File: config.mk
export PLATFORM = sky130hd
export DESIGN_NAME = bnn_output_layer
export DESIGN_NICKNAME = d
export VERILOG_FILES = /design/src/rtl/bnn_pkg.sv /design/src/rtl/bnn_xnor_popcount.sv /design/src/rtl/bnn_output_layer.sv
export SDC_FILE = /design/constraint.sdc
export NUM_CORES = 1
export LEC_CHECK = 0
export ABC_AREA = 1
export BUFFER_PORTS_ARGS = -buffer_cell sky130_fd_sc_hd__buf_4
export CORE_MARGIN = 4
export CORE_UTILIZATION = 50
export DETAILED_ROUTE_END_ITERATION = 16
export PLACE_DENSITY = 0.75
export SKIP_LAST_GASP = 1
export SYNTH_ARGS = -nofsm -noshare
export SYNTH_HDL_FRONTEND = slang
export SYNTH_SLANG_ARGS = --single-unit
export TNS_END_PERCENT = 50
File: constraint.sdc
create_clock -name clk -period 7.1 [get_ports clk]
set_input_delay 0 -clock clk [delete_from_list [all_inputs] [get_ports clk]]
set_output_delay 0 -clock clk [all_outputs]
set_load 0.03 [all_outputs]
File: src/rtl/bnn_pkg.sv
// Shared types and helpers for the binary output layer.
// Latency: n/a (declarations only).
// Backpressure: n/a.
package bnn_pkg;

  // Controller states: gather bits, score once, then hold the result for downstream.
  typedef enum logic [1:0] {
    IDLE    = 2'd0,
    COLLECT = 2'd1,
    EVAL    = 2'd2,
    HOLD    = 2'd3
  } bnn_state_t;

  // Default vector width, and the matching reset threshold (half the bits agree).
  localparam int BNN_N_IN_DEF   = 8;
  localparam int BNN_THRESH_DEF = BNN_N_IN_DEF / 2;

  // Width needed to hold a count from 0 to n inclusive.
  function automatic int bnn_cw(input int n);
    return $clog2(n + 1);
  endfunction

endpackage

File: src/rtl/bnn_xnor_popcount.sv
// XNOR of activation and weight vectors, followed by a popcount of agreeing bits.
// Latency: purely combinational.
// Backpressure: none; output follows inputs.
module bnn_xnor_popcount #(
  parameter int N_IN = 8,
  parameter int CW   = 4
) (
  input  logic [N_IN-1:0] i_act,
  input  logic [N_IN-1:0] i_wt,
  output logic [CW-1:0]   o_score
);

  logic [N_IN-1:0] w_match;

  assign w_match = ~(i_act ^ i_wt);

  // Count positions where activation and weight agree.
  always_comb begin
    o_score = '0;
    for (int i = 0; i < N_IN; i++) begin
      o_score = o_score + CW'(w_match[i]);
    end
  end

endmodule

File: src/rtl/bnn_output_layer.sv
// Serial-to-parallel activation collector plus XNOR-popcount threshold classifier.
// Latency: 2 cycles from last accepted bit to out_valid; N_IN+2 cycles min per vector.
// Backpressure: result held until out_ready; in_ready low while evaluating/holding.
// Optional feature: define BNN_SCORE_OUT_EN to expose the registered score on out_score.
module bnn_output_layer
  import bnn_pkg::*;
#(
  parameter  int N_IN   = BNN_N_IN_DEF,
  parameter  int THRESH = N_IN / 2,
  localparam int CW     = bnn_cw(N_IN)
) (
  input  logic            clk,
  input  logic            rst,
  input  logic            in_valid,
  input  logic            in_bit,
  output logic            in_ready,
  input  logic            wt_load,
  input  logic [N_IN-1:0] wt_data,
  input  logic            thr_load,
  input  logic [CW-1:0]   thr_data,
  output logic            out_valid,
  input  logic            out_ready,
  output logic            out_class,
`ifdef BNN_SCORE_OUT_EN
  output logic [CW-1:0]   out_score,
`endif
  output logic            busy
);

  bnn_state_t      r_state;
  bnn_state_t      w_next;
  logic [CW-1:0]   r_cnt;
  logic [N_IN-1:0] r_act;
  logic [N_IN-1:0] r_wt;
  logic [CW-1:0]   r_thr;
  logic            r_class;
  logic [CW-1:0]   w_score;
  logic            w_in_ready;
  logic            w_out_valid;
  logic            w_accept;
  logic            w_release;

`ifdef BNN_SCORE_OUT_EN
  logic [CW-1:0]   r_score;
`endif

  bnn_xnor_popcount #(
    .N_IN (N_IN),
    .CW   (CW)
  ) u_popcount (
    .i_act   (r_act),
    .i_wt    (r_wt),
    .o_score (w_score)
  );

  assign w_accept  = in_valid & w_in_ready;
  assign w_release = w_out_valid & out_ready;

  // State register.
  always_ff @(posedge clk) begin
    if (rst) begin
      r_state <= IDLE;
    end else begin
      r_state <= w_next;
    end
  end

  // Next-state and handshake decode; handshake outputs depend on state only.
  always_comb begin
    w_next      = r_state;
    w_in_ready  = 1'b0;
    w_out_valid = 1'b0;
    case (r_state)
      IDLE: begin
        w_in_ready = 1'b1;
        if (in_valid) w_next = COLLECT;
      end
      COLLECT: begin
        w_in_ready = 1'b1;
        if (in_valid && (r_cnt == CW'(N_IN - 1))) w_next = EVAL;
      end
      EVAL: begin
        w_next = HOLD;
      end
      HOLD: begin
        w_out_valid = 1'b1;
        if (out_ready) w_next = IDLE;
      end
      default: begin
        w_next = IDLE;
      end
    endcase
  end

  // Shift accepted bits into their arrival slot; wipe the vector once the result is taken.
  always_ff @(posedge clk) begin
    if (rst || w_release) begin
      r_cnt <= '0;
      r_act <= '0;
    end else if (w_accept) begin
      r_cnt <= r_cnt + 1'b1;
      for (int i = 0; i < N_IN; i++) begin
        if (r_cnt == CW'(i)) r_act[i] <= in_bit;
      end
    end
  end

  // Programmable weight and threshold; loads are accepted in any state.
  always_ff @(posedge clk) begin
    if (rst) begin
      r_wt  <= '1;
      r_thr <= CW'(THRESH);
    end else begin
      if (wt_load)  r_wt  <= wt_data;
      if (thr_load) r_thr <= thr_data;
    end
  end

  // Capture the classification in the single EVAL cycle so it stays frozen through HOLD.
  always_ff @(posedge clk) begin
    if (rst) begin
      r_class <= 1'b0;
    end else if (r_state == EVAL) begin
      r_class <= (w_score >= r_thr);
    end
  end

`ifdef BNN_SCORE_OUT_EN
  // Registered score alongside the class bit.
  always_ff @(posedge clk) begin
    if (rst) begin
      r_score <= '0;
    end else if (r_state == EVAL) begin
      r_score <= w_score;
    end
  end

  assign out_score = r_score;
`endif

  assign in_ready  = w_in_ready;
  assign out_valid = w_out_valid;
  assign out_class = r_class;
  assign busy      = (r_state != IDLE);

endmodule

==> results_dict.tcl <==
set metrics [dict create \
    die_area_mm2 0.00409 \
    syn_area_mm2 0.00156 \
    nNetsFinal 297 \
    vias_per_cell 4.64 \
    via_count 1397 \
    cts_buffer_depth 2 \
    grt_usage 0.175 \
    muxShareOfSynthArea 0 \
    ioPinCount 23 \
    tns_ns 0 \
    leakage_nw 0.973 \
    crit_type "flip-flop to flip-flop" \
    max_freq_ghz 0.282 \
    tightest_slew_ns 0.825 \
    status "finished, final reports clean" \
    final.setup_skew_ns 0.00292 \
    yosys.area_share.simple 0.249 \
    die_y_um 63.9 \
    syn_nets 246 \
    root_buffer "clkbuf_4" \
    grt_overflow 0 \
    insertion_delay_ns 0.32 \
    finalHoldViolCount 0 \
    drc_errors 0 \
    whs_path_depth 3 \
    vdd_drop_max_mv 0.104 \
    syn_to_final_growth_pct 32.3 \
    dp_hpwl_um 2260 \
    synth-compound-area-share 0.0912 \
    power.density_mw_per_mm2 257 \
    cts_buffers 3 \
    maxSlewViolCount 0 \
    r2r_cells 15 \
    portBuffers 22 \
    synth_top_family_by_area "simple AND/OR/NAND/NOR gates" \
    synth-async-reset-ratio 0 \
    arrival_ns 3.81 \
    path_max_fanout 2 \
    synthCells 207 \
    synth_common_cells "47 x nand2_1, 31 x inv_1, 27 x dfxtp_1" \
    wirelength_um 3310 \
    min_period_over_period 0.499 \
    fin_crit_ns 3.54 \
    synth-edff-count 0 \
    timing.critical_path.required_ns 7.37 \
    dr.pass1.iters 4 \
    drtAntennaViolNets 0 \
    yosysMostFrequentCell "nand2_1" \
    gp_congestion 0.843 \
    ys_seq_area_frac 0.346 \
    synth_xor_area_frac 0.0504 \
    die_width_um 63.9 \
    synth.ff_latch_count 27 \
    drive_gt1_frac 0.121 \
    synth_top_area_share 0.346 \
    synthDistinctLibCells 20 \
    cap_viol_max_count 0 \
    antenna_cells 0 \
    ys.flop_type "dfxtp_1" \
    clk_pin_slew_worst_paths_ns 0.15 \
    syn_area_per_cell_um2 7.56 \
    synth_fa_ha_area_frac 0.179 \
    slew_headroom 0.450 \
    synth_area_leaders "dfxtp_1 35%, ha_1 13%, nand2_1 11%" \
    yosysWarnings 0 \
    end_kind "flip-flop" \
    cts_tree "yes" \
    drt_iter0_drc 60 \
    start_kind "flip-flop" \
    rows 20 \
    start_util 0.517 \
    hold_path_class "input port to flip-flop" \
    antenna_found_initial 0 \
    synth_top_cell_by_area "dfxtp_1" \
    grt_pass1_wl_um 5720 \
    coreArea_mm2 0.00303 \
    grt_pass1_vias 1381 \
    rsz0062_at_grt "no" \
    wl_per_cell_um 11.0 \
    setup_viol 0 \
    grt_max_degree 16 \
    power.total_uw 533 \
    htree_levels 1 \
    cts_num_sinks 27 \
]
[critical path, cell delays in order (launching register included)]
cell and delay [ns]:
dfxtp_1 0.35, xnor2_1 0.19, ha_1 0.25, inv_1 0.07, fa_1 0.44, fa_1 0.51, fa_1 0.47, fa_1 0.39
xnor2_1 0.14, ha_1 0.30, nand2_1 0.06, inv_1 0.05, nand2_1 0.04, nand3_1 0.06, nand2_1 0.05, a21oi_1 0.12
[timing repair]
action,CTS,global route
resized for setup,0,0
endpoints found under the hold margin,13,0
setup buffers,0,0
hold buffers,27,0
[layer usage]
metal	vias up	wire, um	GRT usage
li1	749	-	-
met1	621	1400	0.204
met2	21	1750	0.328
met3	6	100	0.0281
met4	0	55	0.0431
met5	-	0	0
[per-stage QoR]
stage               hold WS [ns]  cells  area [um^2]  utilization  setup WS, ns
global route              0.0314    301         2070        0.683          3.28
floorplan                 0.0691    207         1560            -          3.73
detailed placement         0.195    270         1770        0.585          3.58
finish                    0.0183    301         2070        0.683          3.56
global placement           0.189    270         1770        0.585          3.66
CTS                       0.0244    301         2070        0.683          3.55
[layout make-up]
type	count	area, um^2
Clock inverter	1	5.00
Inverter	32	120
Clock buffer	3	22.5
Fill cell	250	958
Multi-Input combinational cell	145	891
Timing Repair Buffer	49	435
Sequential cell	27	541
Tap cell	44	55.1
[layout by cell type, fill, tap and decap left out]
master / instances
o21ai_0: 7
xnor2_1: 3
clkinv_2: 1
o21ai_4: 1
a21oi_1: 14
nor2_1: 21
fa_1: 4
nor3_1: 7
a21oi_4: 1
xor2_1: 6
ha_1: 16
buf_4: 22
dlygate4sd3_1: 27
nor2_4: 2
nand3_1: 14
inv_1: 31
nand2_1: 47
nand4_1: 1
inv_2: 1
dfxtp_1: 27
clkbuf_4: 3
o21ai_1: 1
[worst paths after layout]
check / start / to / slack, ns
worst max-delay path: r_act[0] / out_class / 3.56
worst min-delay path: in_valid / r_cnt[1] / 0.02
worst max register to register: r_act[0] / out_class / 3.56
worst min register to register: r_cnt[3] / r_cnt[3] / 0.47
[where the power goes]
part           total (mW)  switching, mW  internal, mW
clock network      0.0674         0.0463        0.0211
registers           0.186         0.0152         0.171
logic               0.279          0.160         0.120
[kinds of logic (layout without fill, tap and decap cells)]
family                   after synthesis  in the layout
XOR/XNOR                               9              9
adder cells (fa/ha/maj)               20             20
AO/OA/AOI/OAI                         24             24
AND/OR/NAND/NOR                       92             92
buffers and inverters                 35             85
flip-flops                            27             27
[state kept, by name, indices dropped and copies added, names as in the netlist]
signal and count:
r_state 2, r_act 8, r_wt 8, r_thr 4, r_cnt 4, out_class 1
Note: power is estimated with default switching activity, not from simulation.
